File: config.mk
export PLATFORM = sky130hd
export DESIGN_NAME = hyperbus_wb_bridge
export DESIGN_NICKNAME = d
export VERILOG_FILES = /design/src/rtl/hyperbus_wb_bridge.sv
export SDC_FILE = /design/constraint.sdc
export NUM_CORES = 1
export LEC_CHECK = 0
export CAP_MARGIN = 40
export CORE_MARGIN = 8
export CORE_UTILIZATION = 39
export DETAILED_ROUTE_END_ITERATION = 16
export GPL_ROUTABILITY_DRIVEN = 0
export GPL_TIMING_DRIVEN = 0
export MAX_ROUTING_LAYER = met4
export PLACE_DENSITY = 0.77
export SYNTH_ARGS = -nofsm -noshare
export SYNTH_HDL_FRONTEND = slang
export SYNTH_SLANG_ARGS = --single-unit
File: constraint.sdc
create_clock -name clk -period 2 [get_ports clk]
set_clock_uncertainty 0.15 [all_clocks]
set_input_delay 0.4 -clock clk [delete_from_list [all_inputs] [get_ports clk]]
set_output_delay 0.4 -clock clk [all_outputs]
set_load 0.02 [all_outputs]
File: src/rtl/hyperbus_wb_bridge.sv
// Wishbone B4 classic slave issuing single-word read/write requests to the
// Hyperbus FIFO block user side, with one request outstanding and a timeout.
module hyperbus_wb_bridge #(
  parameter int DATA_WIDTH = 32,
  parameter int ADDR_WIDTH = 32,
  parameter int ADDR_SHIFT = 1,
  parameter int GUARD      = 8,
  parameter int TIMEOUT    = 1024
) (
  input  logic                    clk,
  input  logic                    rst_n,
  input  logic                    wb_cyc_i,
  input  logic                    wb_stb_i,
  input  logic                    wb_we_i,
  input  logic [ADDR_WIDTH-1:0]   wb_adr_i,
  input  logic [DATA_WIDTH-1:0]   wb_dat_i,
  input  logic [DATA_WIDTH/8-1:0] wb_sel_i,
  output logic [DATA_WIDTH-1:0]   wb_dat_o,
  output logic                    wb_ack_o,
  output logic                    wb_err_o,
  output logic                    rrq,
  output logic                    wrq,
  output logic [ADDR_WIDTH-1:0]   adr_o,
  output logic [DATA_WIDTH-1:0]   tx_dat_o,
  input  logic                    tx_ready,
  input  logic [DATA_WIDTH-1:0]   rx_dat_i,
  input  logic                    rx_valid,
  output logic                    busy_o,
  output logic [2:0]              fsm_state
);

  // Wishbone handshake: a cycle is accepted only in IDLE when cyc&stb are high;
  // it ends with exactly one ack or err pulse, and the master must drop stb then.
  typedef enum logic [2:0] {
    IDLE     = 3'd0,
    RD_WAIT  = 3'd1,
    WR_GUARD = 3'd2,
    WR_DRAIN = 3'd3,
    RESP     = 3'd4,
    ABORT    = 3'd5
  } state_t;

  localparam int CW = $clog2(TIMEOUT + 1);
  localparam int GW = $clog2(GUARD + 2);

  state_t          state;
  logic [CW-1:0]   tmo;
  logic [GW-1:0]   gcnt;
  logic            is_wr;
  logic            counting;
  logic            tmo_zero;
  logic            abort_done;

  always_comb begin
    counting   = 1'b0;
    abort_done = 1'b0;
    counting   = (state == RD_WAIT) || (state == WR_GUARD) ||
                 (state == WR_DRAIN) || (state == ABORT);
    abort_done = is_wr ? ((gcnt == '0) && tx_ready) : rx_valid;
  end

  assign tmo_zero  = (tmo == '0);
  assign busy_o    = (state != IDLE);
  assign fsm_state = state;

  always_ff @(posedge clk or negedge rst_n) begin
    if (!rst_n) begin
      state    <= IDLE;
      tmo      <= '0;
      gcnt     <= '0;
      is_wr    <= 1'b0;
      rrq      <= 1'b0;
      wrq      <= 1'b0;
      wb_ack_o <= 1'b0;
      wb_err_o <= 1'b0;
      wb_dat_o <= '0;
      adr_o    <= '0;
      tx_dat_o <= '0;
    end else begin
      rrq      <= 1'b0;
      wrq      <= 1'b0;
      wb_ack_o <= 1'b0;
      wb_err_o <= 1'b0;
      if (counting && !tmo_zero) tmo <= tmo - CW'(1);
      if (((state == WR_GUARD) || (state == ABORT)) && (gcnt != '0)) gcnt <= gcnt - GW'(1);
      case (state)
        IDLE: begin
          if (wb_cyc_i && wb_stb_i) begin
            if (wb_we_i && !(&wb_sel_i)) begin
              wb_err_o <= 1'b1;
              state    <= RESP;
            end else begin
              adr_o <= wb_adr_i >> ADDR_SHIFT;
              tmo   <= CW'(TIMEOUT);
              is_wr <= wb_we_i;
              if (wb_we_i) begin
                wrq      <= 1'b1;
                tx_dat_o <= wb_dat_i;
                gcnt     <= GW'(GUARD);
                state    <= (GUARD == 0) ? WR_DRAIN : WR_GUARD;
              end else begin
                rrq   <= 1'b1;
                state <= RD_WAIT;
              end
            end
          end
        end
        RD_WAIT: begin
          // An abandoned cycle whose reply lands on the same edge needs no ABORT wait.
          if (!wb_cyc_i) begin
            state <= (rx_valid || tmo_zero) ? IDLE : ABORT;
          end else if (rx_valid) begin
            wb_dat_o <= rx_dat_i;
            wb_ack_o <= 1'b1;
            state    <= RESP;
          end else if (tmo_zero) begin
            wb_err_o <= 1'b1;
            state    <= RESP;
          end
        end
        WR_GUARD: begin
          if (!wb_cyc_i) begin
            state <= tmo_zero ? IDLE : ABORT;
          end else if (tmo_zero) begin
            wb_err_o <= 1'b1;
            state    <= RESP;
          end else if (gcnt <= GW'(1)) begin
            state <= WR_DRAIN;
          end
        end
        WR_DRAIN: begin
          if (!wb_cyc_i) begin
            state <= (tx_ready || tmo_zero) ? IDLE : ABORT;
          end else if (tx_ready) begin
            wb_ack_o <= 1'b1;
            state    <= RESP;
          end else if (tmo_zero) begin
            wb_err_o <= 1'b1;
            state    <= RESP;
          end
        end
        RESP: state <= IDLE;
        ABORT: begin
          if (abort_done || tmo_zero) state <= IDLE;
        end
        default: state <= IDLE;
      endcase
    end
  end

endmodule

# == After elaboration in Yosys (flattened, before gate mapping) ==
# Cells that the tools add are included.
# word_totals
register_bits,118
output_inout_bits,104
word_cells,94
in_bits,107
# op_classes
n_lt_le_gt_ge,1
bitwise_logic,1
n_reduce_logical,24
addsub,2
n_mux,48
eq_ne,7
# op_table
operator,count
11-bit 2-to-1 mux,4
3-bit 2-to-1 mux,14
1-bit 2-to-1 mux,21
4-bit 2-to-1 mux,5
3-bit case mux with 5 select lines,1
11-bit logical NOT,1
"11-bit by 1-bit subtractor with 11-bit output, second input constant",1
3-bit AND reduction,3
4-bit AND reduction,2
1-bit logical OR,7
"3-bit by 2-bit == test with 1-bit output, second input constant",2
1-bit logical AND,5
"4-bit by 1-bit less-or-equal comparator with 1-bit output, second input constant",1
4-bit logical NOT,1
"4-bit by 3-bit inequality test with 1-bit output, second input constant",1
1-bit case mux with 4 select lines,1
4-bit nonzero test,1
"4-bit by 1-bit subtractor with 4-bit output, second input constant",1
"3-bit by 1-bit == test with 1-bit output, second input constant",1
"3-bit == test, second input constant",1
3-bit logical NOT,1
3-bit nonzero test,1
1-bit logical NOT,2
2-bit 2-to-1 mux,1
other kinds (4),4

# == Logic depth before layout (Yosys ltp) ==
# Gate-level depths: netlist of the first run.
# depth
depth_word,9
depth_mapped,9
mapped_depth_nobuf,8

# == Least setup slack after synthesis of the first run ==
# No wires, ideal clock.
# synth_timing
kind,reg-to-reg
from,"register state[0], in the netlist fsm_state[0]"
to,register tx_dat_o[10]
required_time_ps,1725
stages_incl_launch_ff,8
synth_period_minus_slack_ps,2265
path_buffers,3
arrival_time_ps,1990
setup_time_ps,125
path_slack_ps,-265
path_cell_list,dfrtp_1 > buf_6 > or2_1 > or3_1 > buf_6 > nor2_8 > buf_12 > mux2_4
# synth_between
elab_chain_cells,2
# synth_rtl
element,line_no,rtl
from (decl),46,state_t state;
from (signal assigned),100,state <= (GUARD == 0) ? WR_DRAIN : WR_GUARD;
from (signal assigned),111,state <= (rx_valid || tmo_zero) ? IDLE : ABORT;
from (signal assigned),123,state <= tmo_zero ? IDLE : ABORT;
3-bit logical NOT,86,case (state)
4-bit AND reduction (no line),n/a,
to (signal assigned),98,tx_dat_o <= wb_dat_i;
to (decl),24,"output logic [DATA_WIDTH-1:0] tx_dat_o,"
# No other way between the ends.
# A chain may end at the register's enable or synchronous reset.

# == Worst setup path after layout of the first run ==
# layout_timing
from,"register state[0], in the netlist fsm_state[0]"
to,register adr_o[28]
# layout_between
elab_chain_cells,2
# layout_rtl
element,line_no,rtl
3-bit logical NOT,86,
3-bit AND reduction (no line),n/a,
to (signal assigned),93,adr_o <= wb_adr_i >> ADDR_SHIFT;
to (decl),23,"output logic [ADDR_WIDTH-1:0] adr_o,"
# No other way between the ends.

==> results of run 1 <==
-- placed cells by master (no fill, tap or decap), types with 4 or more instances in the layout --
cell type	synthesis	final
mux2_4	25	42
nor2_4	0	5
dlymetal6s2s_1	0	9
clkbuf_8	0	4
mux2_2	40	23
clkdlybuf4s50_1	0	195
buf_4	5	24
buf_6	5	16
nand2_4	0	4
clkbuf_16	0	20
buf_8	1	8
a21oi_1	6	4
buf_12	2	7
nand2_2	0	29
inv_1	6	5
dfrtp_1	118	117
nor2_1	17	10
o21ai_0	6	6
nand2_1	107	74
buf_16	0	4
clkinv_2	0	6
-- cells in the mapped netlist, types with 2 or more instances --
library cell / number / area share, %
a211oi_1: 3 / 0.45
a21oi_1: 6 / 0.60
a22oi_1: 2 / 0.30
a31oi_1: 2 / 0.25
buf_12: 2 / 0.79
buf_2: 3 / 0.30
buf_4: 5 / 0.74
buf_6: 5 / 1.1
clkbuf_1: 5 / 0.37
dfrtp_1: 118 / 59
ha_1: 4 / 0.99
inv_1: 6 / 0.45
mux2_2: 40 / 8.9
mux2_4: 25 / 7.4
mux2i_1: 2 / 0.40
nand2_1: 107 / 8.0
nand2b_1: 2 / 0.25
nand3_1: 2 / 0.20
nand3b_1: 3 / 0.45
nand4_1: 3 / 0.37
nand4b_1: 2 / 0.35
nor2_1: 17 / 1.3
nor2b_1: 2 / 0.25
nor3_1: 5 / 0.50
nor3b_1: 4 / 0.60
nor4b_1: 2 / 0.35
o21ai_0: 6 / 0.60
o311ai_0: 2 / 0.35
o41ai_1: 3 / 0.52
or3_1: 3 / 0.37
xnor2_1: 3 / 0.52
xor2_1: 3 / 0.52
-- power by group through the flow --
stage	clock network, mW	logic [mW]	registers (mW)
floorplan	0	1.20	4.54
global placement	0	4.05	3.69
detailed placement	0	4.15	3.76
CTS	2.75	4.43	3.74
global route	2.87	5.06	3.88
finish	2.71	4.77	3.77
-- layout make-up --
type                       count  area, sq um  share of cell area (%)
clock buffer                  22          474                    5.34
sequential                   118         2950                    33.3
inverter                       6         22.5                   0.254
buffer                        17          209                    2.35
timing repair buffer         255         2710                    30.5
multi-input combinational    268         2240                    25.2
tap                          172          215                    2.42
clock inverter                 9         53.8                   0.606
-- cell families (layout without fill, tap and decap cells) --
logic type / after synthesis / after routing / synth area share (%)
AND/OR/NAND/NOR: 159 / 159 / 14.1
flip-flops: 118 / 118 / 58.6
other: 1 / 1 / 0.0744
AO/OA/AOI/OAI: 31 / 31 / 4.32
XOR/XNOR: 6 / 6 / 1.04
adder cells (fa/ha/maj): 4 / 4 / 0.993
multiplexers: 67 / 67 / 16.8
buffers and inverters: 27 / 309 / 4.07
-- critical path, stage by stage, from the launching register on --
cell	delay, ns
dfrtp_2	0.42
or2_4	0.26
or3_4	0.43
buf_6	0.14
a21oi_4	0.17
buf_12	0.17
buf_12	0.11
buf_16	0.11
nand2_2	0.05
nand2_2	0.05
-- flip-flops by register name, indices dropped and copies added, names as in the netlist --
signal and cells:
gcnt 4, adr_o 31, wb_ack_o 1, tmo 11, is_wr 1, wb_err_o 1
wrq 1, rrq 1, fsm_state 3, tx_dat_o 32, wb_dat_o 32
-- timing repair --
| action | 4_1_cts | 5_1_grt |
|---|---|---|
| endpoints found under the setup margin | 111 | 124 |
| setup buffers | 24 | 16 |
| gates cloned | 5 | 4 |
| pin swaps | 10 | 51 |
| hold buffers | 1 | 0 |
| gates resized for setup | 48 | 109 |
| hold endpoints to repair | 53 | 0 |
-- routing by layer --
metal	vias to the layer above	part of all wire, %
met4	0	1.2
met1	2124	41
met5	-	0
met3	19	8.5
li1	1952	-
met2	183	50
-- worst max-delay path by stage --
stage	start	to	slack, ns	cells past startpoint
6_report	fsm_state[0]$_DFFE_PN0P_	adr_o[28]$_DFFE_PN0P_	-0.13	9
5_1_grt	fsm_state[0]$_DFFE_PN0P_	adr_o[22]$_DFFE_PN0P_	-0.19	9
4_1_cts	fsm_state[0]$_DFFE_PN0P_	tx_dat_o[2]$_DFFE_PN0P_	-0.23	8
3_5_place_dp	wb_cyc_i	tx_dat_o[28]$_DFFE_PN0P_	-0.67	7
3_3_place_gp	rst_n	fsm_state[0]$_DFFE_PN0P_	-4.47	1
2_1_floorplan	fsm_state[0]$_DFFE_PN0P_	tx_dat_o[10]$_DFFE_PN0P_	-0.16	7
-- metrics by stage --
| step | cell area (sq um) | hold slack [ns] | util, % | std cells | TNS [ns] |
|---|---|---|---|---|---|
| final | 8870 | 0.241 | 70.3 | 867 | -7.10 |
| after global routing | 8870 | 0.245 | 70.3 | 867 | -11.56 |
| after CTS | 8420 | 0.323 | 66.7 | 854 | -11.72 |
| after detailed placement | 7390 | 0.242 | 58.5 | 794 | -63.27 |
| after global placement | 7360 | 0.307 | 58.3 | 793 | -535.94 |
| after floorplan | 5060 | -0.0456 | - | 413 | -5.46 |
==> metrics.txt, run 1 <==
outcome complete, but fails checks; failing checks negative setup slack; clock share of power 24.1%; WHS Path Cells 2; DRT antenna net count 0; num ports 211; worst-skew pair later-pin latency between 0.4 and 0.5 ns; Worst Min Path Start wb_cyc_i; fillcell total 880; DRT Pass-1 Iters 4; TritonCTS clock tree built; grt ovf 0; IO Port Bufs roughly 210; sequential share of power 33.6%; syn avg cell area 12.2 sq um; max cap viols 0; Post-synth EDFFs 0; GR Util All Layers 20.0%; syn nets 524; #FFs+latches synth 118; Pint roughly 7.4 mW; post-route setup slack -0.134 ns; arrival time at the worst endpoint ~2.3 ns; asr flop ratio synth 100%; CP Launch Type flop; Worst Reg-to-Reg Cells 9; worst r2r src fsm_state[0]$_DFFE_PN0P_; root buf cell clkbuf_16; CTS Buf Count 17; largest net degree at the start of global routing 66; number of global-route vias before repair 4503; Synth Cell Area 5040 sq um; Sink Count 118; met3 usage 6.66%; Hold Vio Cnt, Final 0; initial DRC count 191; Max Freq 469 MHz; synthesized instance count 413; clk buf depth 2; die area 16800 sq um; Worst EP required 2.20 ns; R2R setup slack -0.13 ns; Placement Setup Slack -0.668 ns; synthesis-to-finish area growth 76.1%; first-pass GRT wire length 24600 um; met2 Usage GRT 32.3%; RSZ-0062 raised after global routing yes; GRT Max-Usage Layer met2; Least-Margin Pin Slew 0.540 ns; share of cells above drive strength 1 32.5%; clk slew on worst S/H paths 0.05 ns; setup violators final 89; NetSw 3.88 mW; M1 GR Usage 22.9%; row cnt between 40 and 50; pwr dens roughly 1300 nW/um^2; Synth Flop Type dfrtp_1; total number of H-tree levels 4; post-route clock period utilization 107%; Initial Utilization 39.9%; Core Area ~13000 sq um; Sw Share ~35%; DRC Markers 0; sequential-to-total area share from yosys stat between 50% and 60%; max-slew violation count 0; Post-DP HPWL 11500 um; wire per inst 20.0 um; Comb pwr share 42.4%; critical-path maximum fanout 5; routed vias about 4300; Layout Nets approximately 800; Netlist cell types 48; Crit Reg-Reg Endpoint adr_o[28]$_DFFE_PN0P_; CP endpoint kind flop; Rel. slew slack 64.0%; Min Clock Period, post-route 2.13 ns; Via density 4.93; final WL 17300 um; Die Y 130 um; Worst Hold End wb_err_o$_DFF_PN0_; Worst Hold Class in2reg; initial antenna violation count 0; count of yosys warnings during synthesis 0; Static Leak 4.07 nW; Max VDD drop between 0.0007 and 0.0008 V; CP Class reg2reg; diode count 0; width of the die 130 um; Final Total Pwr 11.2 mW
Note: power is estimated with default switching activity, not from simulation.
==> inputs of run 2 (changes only) <==
CTS_CLUSTER_DIAMETER = 120   (was default)
==> results of run 2 <==
No change in the layout: final DEF, timing and power equal those of run 1.
